`config.mk`:
```
export PLATFORM = sky130hd
export DESIGN_NAME = rx_block_sync
export DESIGN_NICKNAME = d
export VERILOG_FILES = /design/src/rtl/rx_block_sync.sv
export SDC_FILE = /design/constraint.sdc
export NUM_CORES = 1
export LEC_CHECK = 0
export CORE_MARGIN = 3
export CORE_UTILIZATION = 58
export DETAILED_ROUTE_END_ITERATION = 10
export GPL_ROUTABILITY_DRIVEN = 0
export HOLD_SLACK_MARGIN = 0.15
export PLACE_DENSITY = 0.78
export SLEW_MARGIN = 20
export SYNTH_ARGS = -nofsm -noshare
export SYNTH_HDL_FRONTEND = slang
export SYNTH_SLANG_ARGS = --single-unit
```
`constraint.sdc`:
```
create_clock -name clk -period 3.64 [get_ports clk]
set_input_delay 0.546 -clock clk [delete_from_list [all_inputs] [get_ports clk]]
set_output_delay 0.546 -clock clk [all_outputs]
set_load 0.05 [all_outputs]
```
`src/rtl/rx_block_sync.sv`:
```
// 64b/66b receive block synchroniser: watches sync headers from the gearbox,
// requests bit slips until alignment is found and reports block_lock.
module rx_block_sync #(
    parameter int SH_CNT_N    = 64,
    parameter int INVLD_MAX   = 16,
    parameter int SLIP_WAIT_N = 3
) (
    input  logic       clk,
    input  logic       rst,
    input  logic       valid_i,
    input  logic [1:0] head_i,
    output logic       slip_o,
    output logic       lock_o
);

    localparam int SH_W   = $clog2(SH_CNT_N + 1);
    localparam int INV_W  = $clog2(INVLD_MAX + 1);
    localparam int WAIT_W = (SLIP_WAIT_N > 1) ? $clog2(SLIP_WAIT_N) : 1;

    typedef enum logic {
        ST_TEST,
        ST_SLIP_WAIT
    } state_t;

    state_t              r_state;
    logic [SH_W-1:0]     r_shCnt;
    logic [INV_W-1:0]    r_invldCnt;
    logic [WAIT_W-1:0]   r_waitCnt;
    logic                r_lock;
    logic                r_slip;

    state_t              w_stateNext;
    logic [SH_W-1:0]     w_shNext;
    logic [INV_W-1:0]    w_invldNext;
    logic [WAIT_W-1:0]   w_waitNext;
    logic                w_lockNext;
    logic                w_slipNext;

    logic                w_accept;
    logic                w_headBad;
    logic [SH_W-1:0]     w_shInc;
    logic [INV_W-1:0]    w_invldInc;
    logic                w_doSlip;
    logic                w_windowEnd;

    // Stored counts never exceed terminal-1, so the increments cannot overflow.
    assign w_headBad   = (head_i == 2'b00) || (head_i == 2'b11);
    assign w_accept    = valid_i && (r_state == ST_TEST);
    assign w_shInc     = r_shCnt + SH_W'(1);
    assign w_invldInc  = r_invldCnt + INV_W'(w_headBad);
    assign w_doSlip    = (w_headBad && !r_lock) ||
                         (r_lock && (w_invldInc == INV_W'(INVLD_MAX)));
    assign w_windowEnd = (w_shInc == SH_W'(SH_CNT_N));

    always_comb begin
        w_stateNext = r_state;
        w_shNext    = r_shCnt;
        w_invldNext = r_invldCnt;
        w_waitNext  = r_waitCnt;
        w_lockNext  = r_lock;
        w_slipNext  = 1'b0;

        case (r_state)
            ST_TEST: begin
                if (w_accept) begin
                    // Slip outranks the end-of-window decision on the same header.
                    if (w_doSlip) begin
                        w_slipNext  = 1'b1;
                        w_lockNext  = 1'b0;
                        w_shNext    = '0;
                        w_invldNext = '0;
                        w_waitNext  = '0;
                        w_stateNext = ST_SLIP_WAIT;
                    end else if (w_windowEnd) begin
                        if (w_invldInc == '0) begin
                            w_lockNext = 1'b1;
                        end
                        w_shNext    = '0;
                        w_invldNext = '0;
                    end else begin
                        w_shNext    = w_shInc;
                        w_invldNext = w_invldInc;
                    end
                end
            end
            ST_SLIP_WAIT: begin
                w_lockNext = 1'b0;
                if (r_waitCnt == WAIT_W'(SLIP_WAIT_N - 1)) begin
                    w_waitNext  = '0;
                    w_stateNext = ST_TEST;
                end else begin
                    w_waitNext = r_waitCnt + WAIT_W'(1);
                end
            end
            default: begin
                w_stateNext = ST_TEST;
            end
        endcase
    end

    always_ff @(posedge clk) begin
        if (rst) begin
            r_state    <= ST_TEST;
            r_shCnt    <= '0;
            r_invldCnt <= '0;
            r_waitCnt  <= '0;
            r_lock     <= 1'b0;
            r_slip     <= 1'b0;
        end else begin
            r_state    <= w_stateNext;
            r_shCnt    <= w_shNext;
            r_invldCnt <= w_invldNext;
            r_waitCnt  <= w_waitNext;
            r_lock     <= w_lockNext;
            r_slip     <= w_slipNext;
        end
    end

    assign slip_o = r_slip;
    assign lock_o = r_lock;

endmodule

```
==> Yosys cells after proc, flatten, opt, wreduce, memory -nomap -nowiden <==
Index checks and enable logic that the tools add are counted.
{ "word_totals": {"input_bits": 5, "ff_bits": 17, "out_inout_bits": 2} }
{ "classes": {"n_reduce_logical": 12, "n_addsub": 3, "eq_ne": 8, "n_bitwise": 1, "n_mux": 17} }
{ "op_table": {"columns": ["op", "n"], "rows": [
  ["7-bit two-way mux", 2],
  ["5-bit two-way mux", 2],
  ["7-bit by 1-bit adder with 7-bit output, second input constant", 1],
  ["7-bit == test, second input constant", 1],
  ["1-bit two-way mux", 7],
  ["2-bit two-way mux", 3],
  ["5-bit by 1-bit adder with 5-bit output", 1],
  ["5-bit == test, second input constant", 1],
  ["5-bit logical NOT", 1],
  ["2-bit == test, second input constant", 2],
  ["2-bit inequality test, second input constant", 2],
  ["1-bit one-hot mux with 2 select lines", 2],
  ["2-bit one-hot mux with 2 select lines", 1],
  ["2-bit AND reduction", 2],
  ["1-bit logical AND", 3],
  ["3-bit by 2-bit inequality test with 1-bit output, second input constant", 1],
  ["3-bit inequality test, second input constant", 1],
  ["3-bit AND reduction", 1],
  ["2-bit by 1-bit adder with 2-bit output, second input constant", 1],
  ["2-bit logical NOT", 1],
  ["1-bit logical OR", 2],
  ["2-bit OR reduction", 1],
  ["1-bit logical NOT", 1],
  ["1-bit NOT", 1]
]} }

==> Depth between registers and ports, before layout <==
{ "depth": {"ltp_word": 9, "ltp_mapped": 9} }

==> Worst setup path before layout <==
Ideal clock, no wire load.
{ "synth_timing": {"kind": "in2reg", "from": "input port head_i[1]", "to": "register r_waitCnt[0]", "required_ns": 3.524, "setup_ns": 0.116, "setup_slack_ns": 1.364, "arrival_time_ns": 2.160, "stages": 8, "cell_sequence": "xnor2_1 > ha_1 > ha_1 > and3_2 > xor2_2 > a31oi_4 > o21a_1 > a31o_2"} }
{ "synth_between": {"elab_chain_len": 8, "word_cells_on_any_way": 10, "cone_classes": "1 x add/sub; 3 x eq/ne; 6 x reduce/logical"} }
{ "synth_lines": {"columns": ["item", "line_no", "text"], "rows": [
  ["start, declared", "11", "input logic [1:0] head_i,"],
  ["2-bit == test / 2-bit logical NOT (equally long branches)", "47", "assign w_headBad = (head_i == 2'b00) || (head_i == 2'b11);"],
  ["1-bit logical OR *", "47", null],
  ["5-bit by 1-bit adder with 5-bit output", "50", "assign w_invldInc = r_invldCnt + INV_W'(w_headBad);"],
  ["5-bit == test", "52", "(r_lock && (w_invldInc == INV_W'(INVLD_MAX)));"],
  ["1-bit logical AND", "52", null],
  ["1-bit logical OR *", "51", "assign w_doSlip = (w_headBad && !r_lock) ||"],
  ["2-bit inequality test (no line) *", null, null],
  ["2-bit AND reduction (no line) *", null, null],
  ["end signal, assigned", "113", "r_waitCnt <= w_waitNext;"],
  ["end, declared", "28", "logic [WAIT_W-1:0] r_waitCnt;"]
]} }
Mark *: on every way between the ends. The rest lies on a longest branch, timed or not.
A chain may end at the register's enable or synchronous reset.

==> Final worst setup path <==
Same ends and word-level chain as after synthesis.

==> key figures <==
Place
  • Post-DP Area: 0.001097 mm2
  • Port Buffers: 6
  • Hpwl dp: 1418 um
  • Dpl cells: 144

Setup path
  • Stages on worst setup path: 9
  • Critical path launch point type: primary input
  • CP top delay family: compound AO/OA/AOI/OAI gates
  • Cells along the critical path: clkdlybuf4s50_1 > xnor2_1 > ha_1 > ha_1 > and3_2 > xor2_2 > a31oi_4 > o21a_1 > a31o_2
  • CP max FO: 17
  • Kind of critical path: primary input to flip-flop
  • Flop-to-flop setup slack: 1.50 ns
  • R2r endpoint: r_waitCnt[0]
  • Crit path DAT: 2.88 ns
  • CP startpoint: head_i[1]
  • Slowest cell on crit path: clkdlybuf4s50_1
  • Reg2Reg Launch Point: r_invldCnt[0]
  • Cell with the most instances on the worst path: ha_1
  • Setup crit end kind: flip-flop
  • Critical path's largest stage delay: 0.42 ns
  • Worst Path Buf+Inv: 1
  • Reg2reg path depth: 7
  • Critical path required time: 3.83 ns

Timing
  • Final Hold Fails: 0
  • Slew margin rel.: 0.5620
  • Fin crit share: 0.7409
  • Tmin final: 2.697 ns
  • Achievable Freq: 0.3708 GHz
  • Endpoints failing setup: 0
  • RSZ-0062 raised after global routing: false
  • Worst slew pin tran: 0.6554 ns
  • Slew Limit Fails: 0
  • Setup TNS: 0 ns
  • Clock Skews: 0.007864 ns

Hold path
  • Hold path endpoint: r_shCnt[6]
  • Hold Path Cell Cnt: 2
  • Hold_sp: r_shCnt[6]
  • HP Class: flip-flop to flip-flop

Floorplanning
  • Number of I/O pins: 7
  • Core outline area: 0.001612 mm2
  • Die Y: 48.55 um
  • Die W: 48.55 um
  • Die area: 0.002357 mm2
  • Num rows: 14
  • Initial core utilization: 0.6514

Power and ir drop
  • Switching Fraction: 0.2749
  • VDD IR max: 0.0002738 V
  • Clock group share of total power: 0.291
  • Leak: 0.3870 nW
  • Flop pwr share: 0.561
  • Total power: 0.0003492 W
  • Power share of the combinational group: 0.148
  • Sw power: 0.00009602 W
  • Internal power: 0.0002532 W
  • Pwr/cell area: 310.8 mW/mm2

Synth
  • Mapped cell area: 0.001050 mm2
  • Simple-gate share of the synthesized area: 0.2777
  • Unique cell type count in the Yosys netlist: 42
  • Synthesized net count: 130
  • Post-synthesis mux area share: 0
  • Warning count from the yosys run: 0
  • Synth Area in Compound Gates: 0.2503
  • Main combinational cell family by area after synthesis: simple AND/OR/NAND/NOR gates
  • Post-synthesis xor/xnor area fraction: 0.04887
  • Mapped Cells: 121
  • Avg Inst Size Synth: 8.676 um2
  • Seq/Total Area, Yosys: 0.3242
  • Yosys reg bits: 17
  • Post-synth EDFFs: 0
  • Ys async rst share: 0
  • Synth Flop Type: dfxtp_1
  • Post-synthesis adder-cell area fraction: 0.04768

Clock tree
  • CTS tree: yes
  • # hold bufs at CTS: 0
  • Worst skew pair latency: 0.29 ns
  • Resize count post-CTS: 0
  • CTS buffer count: 3
  • Root Driver: clkbuf_4
  • Bufs on Longest Clock Path: 2
  • Htree depth: 1
  • Post-CTS setup buffers: 0
  • Clk pin slew, worst setup/hold paths: 0.10 ns
  • Sink Count: 17

Final layout
  • Post-route cell area: 0.001124 mm2
  • Area growth, synth to finish: 7.032%
  • Most frequent cells in the layout: 17 x dfxtp_1, 16 x nand2_1, 9 x a21oi_1, 8 x nand3_1, 7 x nor3_1
  • ANT cells: 0
  • Nets: 134
  • Filler Cell Count: 150
  • Layout cells sized above 1: 0.1129
  • Post-Layout Cell Count: 148
  • Most common library cell in the layout ignoring fill and taps: dfxtp_1

GRT
  • Largest net degree at the start of global routing: 22
  • Initial antenna violation count: 0
  • GRT Overall Usage: 0.1966
  • Total grt overflow: 0
  • Vias in the first global route: 848
  • First-pass GRT wire length: 3739 um

Route
  • Drt wl/cell: 14.21 um
  • Vias: 909
  • DR pass1 iterations: 5
  • Antenna-violating nets left: 0
  • Iteration-0 DRC Markers: 16
  • Total Wirelength: 2103 um
  • Drt drc: 0
  • Drt via density: 6.142

Run status
  • Status: finished clean

Flow run
  • Max-cap violations: 0
[power groups by stage]
stage | Sequential [W] | Combinational, W | Clock (W)
4_1_cts | 0.000196 | 0.0000515 | 0.000105
3_3_place_gp | 0.000200 | 0.0000504 | 0
5_1_grt | 0.000197 | 0.0000558 | 0.000114
3_5_place_dp | 0.000200 | 0.0000510 | 0
2_1_floorplan | 0.000201 | 0.0000390 | 0
6_report | 0.000196 | 0.0000516 | 0.000102
[per-layer routing]
metal  share of wire  routed length [um]  track usage
met1            0.48                1019       0.2486
met2            0.46                 977       0.3349
met3           0.044                  92      0.04294
met4          0.0067                  14      0.05687
met5               0                   0            0
[worst max path at each step]
stage | to | slack [ns]
6_report | r_waitCnt[0] | 0.94
5_1_grt | r_waitCnt[0] | 0.82
4_1_cts | r_waitCnt[0] | 0.94
3_5_place_dp | r_waitCnt[0] | 0.65
3_3_place_gp | r_waitCnt[1] | 0.76
2_1_floorplan | r_waitCnt[0] | 1.36
[logic make-up after synthesis]
kind of cell             count (synthesis)
AO/OA/AOI/OAI                           32
XOR/XNOR                                 5
adder cells (fa/ha/maj)                  4
buffers and inverters                   10
flip-flops                              17
AND/OR/NAND/NOR                         53
[per-stage QoR]
step	setup slack [ns]	hold WS [ns]	util
floorplan	1.364	0.4362	-
global placement	0.7606	0.4554	0.6809
detailed placement	0.6462	0.4636	0.6809
CTS	0.9406	0.4770	0.6972
global route	0.8172	0.5044	0.6972
finish	0.9430	0.4745	0.6972
[cell usage after synthesis (2+ instances only)]
library cell   n  area [um2]
o211ai_1       4       30.03
o221ai_1       2       17.52
nor4b_1        2       17.52
nand3_1        8       40.04
buf_6          2       22.52
nor2_1         6       22.52
inv_1          3       11.26
dfxtp_1       17       340.3
xnor2_1        3       26.28
nand2_1       16       60.06
a31oi_1        3       18.77
a22oi_1        2       15.01
a21oi_1        9       45.04
o2111ai_1      2       17.52
clkbuf_1       3       11.26
o21ai_0        2       10.01
a31o_2         2       17.52
nor4_1         2       12.51
nor3_1         7       35.03
ha_1           4       50.05
[layout make-up]
cell class,count,area (um2),area share
multi-input cells,94,655.6,0.5835
flip-flops and latches,17,340.3,0.3029
clock buffers,4,26.28,0.02339
inverters,3,11.26,0.01002
well taps,24,30.03,0.02673
repair buffers,6,60.06,0.05345
[sequential cells by signal, summed over array words and instances (netlist names)]
name,flops
r_waitCnt,2
lock_o,1
r_shCnt,7
r_state,1
r_invldCnt,5
slip_o,1
[worst min-delay path: stages (launching register included)]
cell	delay (ns)
dfxtp_1	0.33
nand2_1	0.06
a21oi_1	0.05
Note: power is estimated with default switching activity, not from simulation.
